<file path="config.mk">
export PLATFORM = sky130hd
export DESIGN_NAME = token_move_controller
export DESIGN_NICKNAME = d
export VERILOG_FILES = /design/src/rtl/token_move_controller.sv
export SDC_FILE = /design/constraint.sdc
export NUM_CORES = 1
export LEC_CHECK = 0
export ABC_AREA = 1
export CAP_MARGIN = 20
export CORE_MARGIN = 2
export CORE_UTILIZATION = 45
export CTS_CLUSTER_DIAMETER = 200
export DETAILED_ROUTE_END_ITERATION = 10
export GPL_TIMING_DRIVEN = 0
export SLEW_MARGIN = 20
export SYNTH_ARGS = -nofsm -noshare
export SYNTH_HDL_FRONTEND = slang
export SYNTH_SLANG_ARGS = --single-unit
</file>
<file path="constraint.sdc">
create_clock -name clk_i -period 3.4 [get_ports clk_i]
set_clock_uncertainty 0.15 [all_clocks]
set_input_delay 1.02 -clock clk_i [delete_from_list [all_inputs] [get_ports clk_i]]
set_output_delay 1.02 -clock clk_i [all_outputs]
set_load 0.05 [all_outputs]
</file>
<file path="src/rtl/token_move_controller.sv">
// token_move_controller
//   Sequences player-token movement along a 10-tile board (tiles 0..LAST_TILE).
//   The controller accepts a move request (player, dice value 1..6) from the game
//   FSM. It then advances that player's tile index by one tile every STEP_CYCLES
//   clocks, so each hop is visible on screen. It tracks both positions and
//   detects the winner. cur_tile_idx_o drives the shared tile->x,y mapper.
//
//   Optional feature macro: BOUNCE_BACK_EN
//     undefined : a hop that lands on LAST_TILE ends the move (overshoot clamps)
//     defined   : overshoot bounces back off LAST_TILE; a win needs an exact landing
//
// Ports
//   clk_i            system clock
//   rst_ni           synchronous active-low reset (overrides game_clear_i)
//   game_clear_i     synchronous clear of positions/winner, aborts any move
//   move_req_i       level request, sampled only while idle
//   move_player_i    requesting player (0/1)
//   move_steps_i     dice value, legal 1..6
//   move_ack_o       1-cycle pulse: request accepted
//   move_err_o       1-cycle pulse: request rejected (illegal steps or game over)
//   busy_o           move in progress
//   step_pulse_o     1-cycle pulse per tile hop
//   move_done_o      1-cycle pulse at end of move
//   cur_tile_idx_o   tile of the active (or last) mover, to the position mapper
//   p0_tile_o        player 0 tile index
//   p1_tile_o        player 1 tile index
//   game_over_o      sticky until reset/clear
//   winner_o         winning player, valid while game_over_o
module token_move_controller #(
    parameter int unsigned STEP_CYCLES = 25_000_000,
    parameter logic [3:0]  LAST_TILE   = 4'd9
) (
    input  logic       clk_i,
    input  logic       rst_ni,
    input  logic       game_clear_i,
    input  logic       move_req_i,
    input  logic       move_player_i,
    input  logic [2:0] move_steps_i,
    output logic       move_ack_o,
    output logic       move_err_o,
    output logic       busy_o,
    output logic       step_pulse_o,
    output logic       move_done_o,
    output logic [3:0] cur_tile_idx_o,
    output logic [3:0] p0_tile_o,
    output logic [3:0] p1_tile_o,
    output logic       game_over_o,
    output logic       winner_o
);

    localparam int unsigned       TimerW   = $clog2(STEP_CYCLES);
    localparam logic [TimerW-1:0] TimerMax = TimerW'(STEP_CYCLES - 1);

    typedef enum logic [1:0] {StIdle, StWait, StDone} state_e;

    state_e            state_q, state_d;
    logic [TimerW-1:0] timer_q, timer_d;
    logic [2:0]        remain_q, remain_d;
    logic              player_q, player_d;
    logic [3:0]        p0_q, p0_d, p1_q, p1_d, cur_q, cur_d;
    logic              ack_q, ack_d, err_q, err_d, busy_q, busy_d;
    logic              step_q, step_d, done_q, done_d;
    logic              over_q, over_d, winner_q, winner_d;

    logic              steps_legal;
    logic [2:0]        remain_dec;
    logic [3:0]        hop_tile;
    logic              hop_end;

`ifdef BOUNCE_BACK_EN
    logic              fwd_q, fwd_d;
`endif

    always_comb begin
        state_d  = state_q;
        timer_d  = timer_q;
        remain_d = remain_q;
        player_d = player_q;
        p0_d     = p0_q;
        p1_d     = p1_q;
        cur_d    = cur_q;
        busy_d   = busy_q;
        over_d   = over_q;
        winner_d = winner_q;
        ack_d    = 1'b0;
        err_d    = 1'b0;
        step_d   = 1'b0;
        done_d   = 1'b0;

        steps_legal = (move_steps_i != 3'd0) && (move_steps_i != 3'd7);
        remain_dec  = remain_q - 3'd1;

        // cur_q always holds the active player's tile while a move is in flight.
`ifdef BOUNCE_BACK_EN
        fwd_d = fwd_q;
        if (fwd_q) begin
            hop_tile = (cur_q < LAST_TILE) ? cur_q + 4'd1 : cur_q;
        end else begin
            hop_tile = (cur_q != 4'd0) ? cur_q - 4'd1 : cur_q;
        end
        hop_end = (remain_dec == 3'd0);
`else
        hop_tile = (cur_q < LAST_TILE) ? cur_q + 4'd1 : cur_q;
        // Landing on the goal discards any remaining steps.
        hop_end  = (remain_dec == 3'd0) || (hop_tile == LAST_TILE);
`endif

        unique case (state_q)
            StIdle: begin
                if (move_req_i) begin
                    if (steps_legal && !over_q) begin
                        ack_d    = 1'b1;
                        busy_d   = 1'b1;
                        remain_d = move_steps_i;
                        timer_d  = '0;
                        player_d = move_player_i;
                        cur_d    = move_player_i ? p1_q : p0_q;
                        state_d  = StWait;
`ifdef BOUNCE_BACK_EN
                        fwd_d    = 1'b1;
`endif
                    end else begin
                        err_d = 1'b1;
                    end
                end
            end
            StWait: begin
                if (timer_q == TimerMax) begin
                    timer_d  = '0;
                    remain_d = remain_dec;
                    step_d   = 1'b1;
                    cur_d    = hop_tile;
                    if (player_q) begin
                        p1_d = hop_tile;
                    end else begin
                        p0_d = hop_tile;
                    end
`ifdef BOUNCE_BACK_EN
                    // Reaching the goal with steps left turns the token around.
                    if (fwd_q && (hop_tile == LAST_TILE) && (remain_dec != 3'd0)) begin
                        fwd_d = 1'b0;
                    end
`endif
                    if (hop_end) begin
                        state_d = StDone;
                    end
                end else begin
                    timer_d = timer_q + 1'b1;
                end
            end
            StDone: begin
                done_d  = 1'b1;
                busy_d  = 1'b0;
                if (cur_q == LAST_TILE) begin
                    over_d   = 1'b1;
                    winner_d = player_q;
                end
                state_d = StIdle;
            end
            default: state_d = StIdle;
        endcase
    end

    always_ff @(posedge clk_i) begin
        if (!rst_ni || game_clear_i) begin
            state_q  <= StIdle;
            timer_q  <= '0;
            remain_q <= '0;
            player_q <= 1'b0;
            p0_q     <= '0;
            p1_q     <= '0;
            cur_q    <= '0;
            ack_q    <= 1'b0;
            err_q    <= 1'b0;
            busy_q   <= 1'b0;
            step_q   <= 1'b0;
            done_q   <= 1'b0;
            over_q   <= 1'b0;
            winner_q <= 1'b0;
`ifdef BOUNCE_BACK_EN
            fwd_q    <= 1'b1;
`endif
        end else begin
            state_q  <= state_d;
            timer_q  <= timer_d;
            remain_q <= remain_d;
            player_q <= player_d;
            p0_q     <= p0_d;
            p1_q     <= p1_d;
            cur_q    <= cur_d;
            ack_q    <= ack_d;
            err_q    <= err_d;
            busy_q   <= busy_d;
            step_q   <= step_d;
            done_q   <= done_d;
            over_q   <= over_d;
            winner_q <= winner_d;
`ifdef BOUNCE_BACK_EN
            fwd_q    <= fwd_d;
`endif
        end
    end

    assign move_ack_o     = ack_q;
    assign move_err_o     = err_q;
    assign busy_o         = busy_q;
    assign step_pulse_o   = step_q;
    assign move_done_o    = done_q;
    assign cur_tile_idx_o = cur_q;
    assign p0_tile_o      = p0_q;
    assign p1_tile_o      = p1_q;
    assign game_over_o    = over_q;
    assign winner_o       = winner_q;

endmodule

</file>
==> results.py <==
metrics = {
    "logic_synthesis": {
        "post_syn_instances": 457,
        "ys_types": 33,
        "seq_area_frac_synth_pct": 33.5,
        "netlist_area_mm2": 0.00299,
        "synth_seq_cells": 50,
        "ys.warnings.count": 0,
        "synth_area_per_cell_um2": 6.55,
        "yosysTopAreaCellShare_pct": 33.5,
        "synthDominantAreaCellType": "dfxtp_1",
        "ys_top_cells_by_area": "dfxtp_1, nand2_1, nor2_1",
        "synth_fp_nets": 471,
    },
    "timing": {
        "share_of_the_clock_period_used_by_the_worst_path_after_layout_pct": 82.8,
        "final_period_minus_worst_setup_slack_ps": 2820,
        "hold_viol_final": 0,
        "setup_repair_after_global_routing_missed_its_margin": "false",
        "finalMaxSlewViolations": 0,
        "max_slew.worst_pin.slew_ps": 539,
        "timing.max_slew.rel_slack_pct": 64.1,
        "fmax_ghz": 0.355,
        "totalNegativeSetupSlack_ps": 0,
        "setup-violations-final": 0,
    },
    "layout": {
        "utilization_pct": 53.9,
        "layoutNonFillerInstCount": 568,
        "mostFrequentLayoutCell": "nand2_1",
        "final-seq-area_mm2": 0.00100,
        "n_fill_cell": 681,
        "multi_input_area_mm2": 0.00172,
        "layout-drive-gt1-share_pct": 10.4,
        "final_cell_mix": "nand2_1, nor2_1, inv_1",
        "num_antenna_cells": 0,
        "net_count_of_the_finished_layout": 504,
        "area_delta_synth_final_pct": 15.0,
    },
    "global_routing": {
        "grt_start_max_net_pins": 15,
        "first_global_vias": 2728,
        "grt.total_usage_pct": 21.8,
        "global_route.overflow_total": 0,
        "grt_first_pass_wirelength_um": 12800,
        "antenna_violations_before_repair": 0,
    },
    "hold_path": {
        "timing.hold.worst.start": "busy_o$_SDFFE_PP0P_",
        "worst_hold_path_type": "reg -> reg",
    },
    "drt": {
        "via_per_inst": 5.19,
        "detail_route.wl_per_cell_um": 13.4,
        "drc": 0,
        "ant_nets": 0,
        "vias": 2948,
        "first_pass_iters": 4,
        "dr.first_iter.drc_count": 112,
        "totalWireLength_um": 7600,
    },
    "critical_path": {
        "setup.worst_path.end": "cur_tile_idx_o[3]",
        "timing.critical_path.slowest_stage_cell": "clkdlybuf4s50_1",
        "critPathCaptureType": "output port",
        "critical_path.reg2reg.endpoint": "cur_tile_idx_o[3]$_SDFFE_PP0P_",
        "crit_path_from": "cur_tile_idx_o[3]$_SDFFE_PP0P_",
        "worstPathMaxFanout": 8,
        "critical_path_required_ps": 2230,
        "cell_family_with_most_cp_delay": "buffers and inverters",
        "crit_path_cell_trace": "clkdlybuf4s50_1",
        "ff2ff_path_depth": 10,
        "critPathArrivalTime_ps": 1650,
        "timing.rr.start": "timer_q[0]$_SDFFE_PP0P_",
        "crit_cells": 1,
        "critPathMaxStageDelay_ps": 860,
        "type_of_the_worst_setup_path": "reg -> out",
        "worst-path-buf-inv": 1,
        "rrSetupSlack_ps": 1290,
        "crit_path_start_kind": "flip-flop",
    },
    "die": {
        "die_outline_width_um": 85.5,
        "placeableCoreArea_mm2": 0.00639,
        "die_outline_area_mm2": 0.00732,
        "design.portCount": 27,
        "row_count": 29,
        "height_of_the_chip_um": 85.5,
        "start_util_pct": 46.8,
    },
    "clocking": {
        "path_clk_slew_ps": 90,
        "tritoncts": "built",
        "cts.sinks": 50,
        "cts_repair_resize_count": 0,
        "clkLatencyLatePin_ps": 310,
        "max_root_sink_buffers": 2,
        "postCtsSetupRepairBufs": 0,
        "clock_tree.root_cell": "clkbuf_8",
        "cts-htree-levels": 2,
        "cts_inserted_buffers": 5,
        "holdBufCountCts": 0,
    },
    "placed_design": {
        "place_congestion": 0.921,
        "place.detailed.instances": 560,
        "place.detailed.hpwl_um": 5740,
        "io_buffer_count": 26,
    },
    "power_and_ir_drop": {
        "power.density_mw_per_mm2": 319,
        "power_leakage_nw": 1.32,
        "ir_worst_vdd_mv": 0.135,
    },
    "job": {
        "cap_viol_max_count": 0,
    },
    "run_status": {
        "run_status": "completed",
    },
}
-- report_power, final --
group,internal (mW),switching (mW),total (mW)
clock network,0.165,0.206,0.371
logic,0.0391,0.0862,0.125
registers,0.593,0.00790,0.601
total,0.797,0.300,1.10
-- layer usage --
layer | global-route usage (%) | share of wire (%)
met1 | 28.8 | 47
met5 | 0 | 0
met4 | 6.20 | 1.6
met2 | 37.2 | 48
met3 | 2.98 | 3.2
-- registers in the layout, indices dropped and copies added, names as in the netlist --
register        count
move_err_o          1
state_q             2
step_pulse_o        1
cur_tile_idx_o      4
remain_q            3
busy_o              1
game_over_o         1
p1_tile_o           4
player_q            1
move_ack_o          1
p0_tile_o           4
timer_q            25
move_done_o         1
winner_o            1
-- synth_stat cells --
library cell and number:
a21oi_1 27, a21oi_2 1, and3_1 2, buf_2 4, buf_4 1, clkbuf_1 1
clkbuf_8 1, clkinv_1 1, dfxtp_1 50, ha_1 6, inv_1 55, inv_2 3
nand2_1 106, nand2_2 8, nand2_4 3, nand3_1 30, nand3_2 6, nand3_4 2
nand4_1 16, nand4_2 1, nor2_1 81, nor2_2 6, nor2_4 4, nor2_8 1
nor3_1 10, nor3b_2 1, o211ai_1 5, o21ai_0 8, o21ai_1 9, o21bai_1 3
or2_2 2, xnor2_1 1, xor2_1 2
-- how the worst min path moves through the flow --
stage / to / depth (start not counted)
detailed placement: busy_o$_SDFFE_PP0P_ / 2
CTS: busy_o$_SDFFE_PP0P_ / 2
finish: busy_o$_SDFFE_PP0P_ / 2
global route: busy_o$_SDFFE_PP0P_ / 2
floorplan: remain_q[1]$_SDFFE_PP0P_ / 2
global placement: busy_o$_SDFFE_PP0P_ / 2
-- kinds of logic after synthesis --
group                      synth area share, %
adders and majority gates                 2.51
DFF                                       33.5
and+or+nand+nor                           44.6
AOI/OAI and AO/OA                         9.66
buffers and inverters                     8.91
xor gates and xnor gates                 0.878
-- cell type report --
type | count | share of cell area, %
Tap cell | 77 | 2.80
Sequential cell | 50 | 29.1
Clock inverter | 1 | 0.146
Multi-Input combinational cell | 341 | 50.1
Inverter | 59 | 6.44
Clock buffer | 7 | 2.51
Timing Repair Buffer | 26 | 7.57
Buffer | 7 | 1.31
-- through the flow --
step / setup WS (ps) / hold WS, ps / total power [mW] / area (µm²)
global placement: 394 / 307 / 0.739 / 3350
global route: 507 / 353 / 1.15 / 3440
finish: 584 / 324 / 1.10 / 3440
CTS: 580 / 327 / 1.11 / 3440
detailed placement: 383 / 314 / 0.740 / 3350
floorplan: 1290 / 316 / 0.697 / 2990
Note: power is estimated with default switching activity, not from simulation.
==> patch 1, RTL diff (config.mk and constraints unchanged) <==
Set the parameter `STEP_CYCLES` to 100_000_000 (it was 25_000_000).
--- a/src/rtl/token_move_controller.sv
+++ b/src/rtl/token_move_controller.sv
@@ -28,5 +28,5 @@
 //   winner_o         winning player, valid while game_over_o
 module token_move_controller #(
-    parameter int unsigned STEP_CYCLES = 25_000_000,
+    parameter int unsigned STEP_CYCLES = 100_000_000,
     parameter logic [3:0]  LAST_TILE   = 4'd9
 ) (
Formal check against the unedited RTL: no difference found for any inputs over 10 cycles, from zero or initial values; that may be too few to reach the edited logic, so the function may still have changed.
==> patch 1 against the original RTL <==
- worst setup slack gained 0.0066 ns
- die area increased by 5.7%
- synthesized area up 6.0%
- design area grew 6.1%
- first-iteration DRC count rose to 2.6 times the old value
- global-route usage increased by 1.6 points
- via count rose by 12%
- routed wire length increased by 15%
- power grew 4.9%
- combinational power up 14%
- count of clock-buffer cells in the layout down 2
- synthesized cell count is 8.1% higher
- sequential cell count is 2 higher
- register-to-register slack better by 0.03 ns
- critical path type unchanged
==> patch 1: results (changes against the original RTL) <==
* Post-synthesis sequential area ratio at 0.328 (-0.00638)
* Status: finished, final reports clean
* Vias in the first global route at 2759 (+1.1%)
* Routing usage on met2 at 0.335 (-0.0374)
* Total Wirelength at 8.74 mm (+15%)
* Synth Area in XOR/XNOR at 0.00828 (-0.000499)
* Final Wtd Congestion at 0.913 (-0.90%)
* Seq. pwr at 0.623 mW (+3.7%)
* Yosys top cell area share at 0.328 (-0.00638)
* Clk power at 0.385 mW (+4%)
* Post-synth top cells: nand2_1 (127), nor2_1 (87), dfxtp_1 (52)
* Largest cells by area after synthesis: dfxtp_1 (33%), nand2_1 (15%), nor2_1 (10%)
* Worst r2r path cells at 8 (-2)
* Hold Slack at 0.325 ns (+0.000748 ns)
* Synth Area in Compound Gates at 0.108 (+0.0119)
* Switching Fraction at 0.295 (+0.0216)
* Largest net degree at the start of global routing at 19 (+4)
* Initial DRC count at 296 (+160%)
* Mapped Nets at 508 (+7.9%)
* Worst reg2reg endpoint: timer_q[26]$_SDFFE_PP0P_
* DR pass1 iterations at 5 (+1)
* Sequential Power Share at 0.541 (-0.007)
* Detailed placement HPWL at 6.71 mm (+17%)
* Met2 WL post-DR at 3.73 mm (+2.7%)
* Leakage power at 1.28 nW (-3.3%)
* First-pass GRT wire length at 13.9 mm (+8.3%)
* Wire length on met1 at 4.46 mm (+24%)
* Reg2reg setup slack at 1.32 ns (+0.03 ns)
* Share of layout cells above drive strength 1 at 0.0966 (-0.00728)
* Total GRT Usage at 0.234 (+0.0161)
* Placement-stage cell area at 3550 um2 (+6.1%)
## patch 1: layout make-up
class / count / area [um2]
Fill cell: 700 / 3150
Multi-Input combinational cell: 381 / 1870
Sequential cell: 52 / 1040
Timing Repair Buffer: 26 / 260
Inverter: 49 / 191
Tap cell: 96 / 120
Clock buffer: 5 / 68.8
Buffer: 12 / 67.6
Clock inverter: 3 / 27.5
## patch 1: worst max path at each step
stage	from	endpoint	slack (ns)
finish	cur_tile_idx_o[3]$_SDFFE_PP0P_	cur_tile_idx_o[3]	0.59
global route	move_steps_i[0]	timer_q[5]$_SDFFE_PP0P_	0.47
CTS	cur_tile_idx_o[3]$_SDFFE_PP0P_	cur_tile_idx_o[3]	0.59
detailed placement	move_steps_i[0]	timer_q[5]$_SDFFE_PP0P_	0.34
global placement	move_steps_i[1]	timer_q[11]$_SDFFE_PP0P_	0.36
floorplan	rst_ni	cur_tile_idx_o[0]$_SDFFE_PP0P_	1.32
==> patch 2, RTL diff (same settings) <==
Without the edit above. Put one more register stage on the output `move_err_o`, without a reset. The value now appears one clock later. The other outputs are not delayed to match. Comments in the files are not updated.
--- a/src/rtl/token_move_controller.sv
+++ b/src/rtl/token_move_controller.sv
@@ -203,5 +203,7 @@
 
     assign move_ack_o     = ack_q;
-    assign move_err_o     = err_q;
+    always_ff @(posedge clk_i) begin
+        move_err_o <= err_q;
+    end
     assign busy_o         = busy_q;
     assign step_pulse_o   = step_q;
Function: changed (a bounded check fails within 4 cycles, from zero or initial values).
==> patch 2 against the original RTL <==
- the run now ends with design-rule violations left
- power up 2.0%
- routed wire length grew 1.7%
- sequential cell count rose by 1
- worst setup slack worse by 0.017 ns
- design area up 0.62%
- synthesized area is 0.67% higher
- sequential share of layout area up 0.40 points
- die area is 0.63% higher
- critical path type unchanged
- largest cell class unchanged
- highest routed layer unchanged
==> patch 2: results (changes against the original RTL) <==
* Status: finished, violations left
* Failing checks: design-rule violations
* Ys async rst share at 0 (unchanged)
* Mapped Nets at 472 (+0.21%)
* Hold/Removal Path Class: reg2reg
* Post-synthesis sequential area ratio at 0.339 (+0.00442)
* First-pass GRT wire length at 12.9 mm (+0.80%)
* Detailed placement HPWL at 6.08 mm (+5.9%)
* # DRC at 3 (+3)
* Max incr delay on CP at 0.86 ns (about the same)
* Setup Buffers After CTS at 0 (unchanged)
* Synth Area in XOR/XNOR at 0.00872 (-0.0000584)
* Post-synth top cells: nand2_1 (106), nor2_1 (81), inv_1 (55)
* Initial antenna violation count at 0 (unchanged)
* Leakage power at 1.32 nW (about the same)
* Placement-stage cell area at 3370 um2 (+0.60%)
* Max_slew headroom at 0.635 (-0.00632)
* DR vias at 2940 (-0.27%)
* Worst-Skew Late Latency at 0.32 ns
* Yosys warns at 0 (unchanged)
* Post-layout net count at 505 (+0.20%)
* Largest net degree at the start of global routing at 18 (+3)
* Synth Area in Adders at 0.0249 (-0.000167)
* Vias in the first global route at 2607 (-4.4%)
* Total GRT Usage at 0.222 (+0.00428)
* DR pass1 iterations at 8 (+4)
* Port buffer count at 26 (unchanged)
* Synth Area in Compound Gates at 0.0960 (-0.000642)
* Post-CTS Resized at 0 (unchanged)
* H-tree levels at 2 (unchanged)
* WL/cell at 13.6 um (+1.6%)
* Final Wtd Congestion at 0.854 (-7.2%)
* Initial DRC count at 242 (+120%)
* Share of layout cells above drive strength 1 at 0.106 (+0.00182)
* Peak VDD IR at 0.193 mV (+43%)
* Largest cells by area after synthesis: dfxtp_1 (34%), nand2_1 (13%), nor2_1 (10%)
* Clk slew on worst S/H paths at 0.10 ns
* Cell variety after synth at 33 (unchanged)
* Antenna diodes at 0 (unchanged)
* Root Driver: clkbuf_8
* Crit path DAT at 1.66 ns
[patch 2: changes by cell type after synthesis]
cell,before,now
dfxtp_1,50,51
[patch 2: layer usage]
| layer | vias to the layer above | GRT usage | wire length, um |
|---|---|---|---|
| met5 | - | 0 | 0 |
| met4 | 0 | 0.0491 | 88 |
| met3 | 7 | 0.0327 | 277 |
| met2 | 61 | 0.320 | 3130 |
| met1 | 1327 | 0.348 | 4240 |
| li1 | 1545 | - | - |
[patch 2: worst paths after layout]
path                                  startpoint  slack (ns)                  endpoint  cells after the start
setup reg to reg         timer_q[1]$_SDFFE_PP0P_        1.29  remain_q[0]$_SDFFE_PP0P_                     10
hold reg to reg                 err_q$_SDFF_PP0_        0.19        move_err_o$_DFF_P_                      0
hold / removal                  err_q$_SDFF_PP0_        0.19        move_err_o$_DFF_P_                      0
setup / recovery  cur_tile_idx_o[3]$_SDFFE_PP0P_        0.57         cur_tile_idx_o[3]                      1
[patch 2: final cells by class]
class	count	area, um2
inverter	59	221
tap	77	96.3
sequential	51	1020
timing repair buffer	26	260
multi-input combinational	341	1720
clock inverter	3	23.8
clock buffer	5	68.8
fill	665	2960
buffer	7	45.0
[patch 2: stage by stage]
stage / worst slack, ns / cells / util
6_report: 0.566 / 569 / 0.539
5_1_grt: 0.505 / 569 / 0.539
4_1_cts: 0.548 / 569 / 0.539
3_5_place_dp: 0.339 / 561 / 0.524
3_3_place_gp: 0.375 / 561 / 0.524
2_1_floorplan: 1.29 / 458 / -
[patch 2: where the power goes]
part           leakage (nW)  total (mW)  internal, mW  switching [mW]
registers             0.412       0.613         0.605         0.00831
clock network        0.0408       0.379         0.148           0.231
logic                 0.870       0.126        0.0393          0.0869
total                  1.32        1.12         0.792           0.326
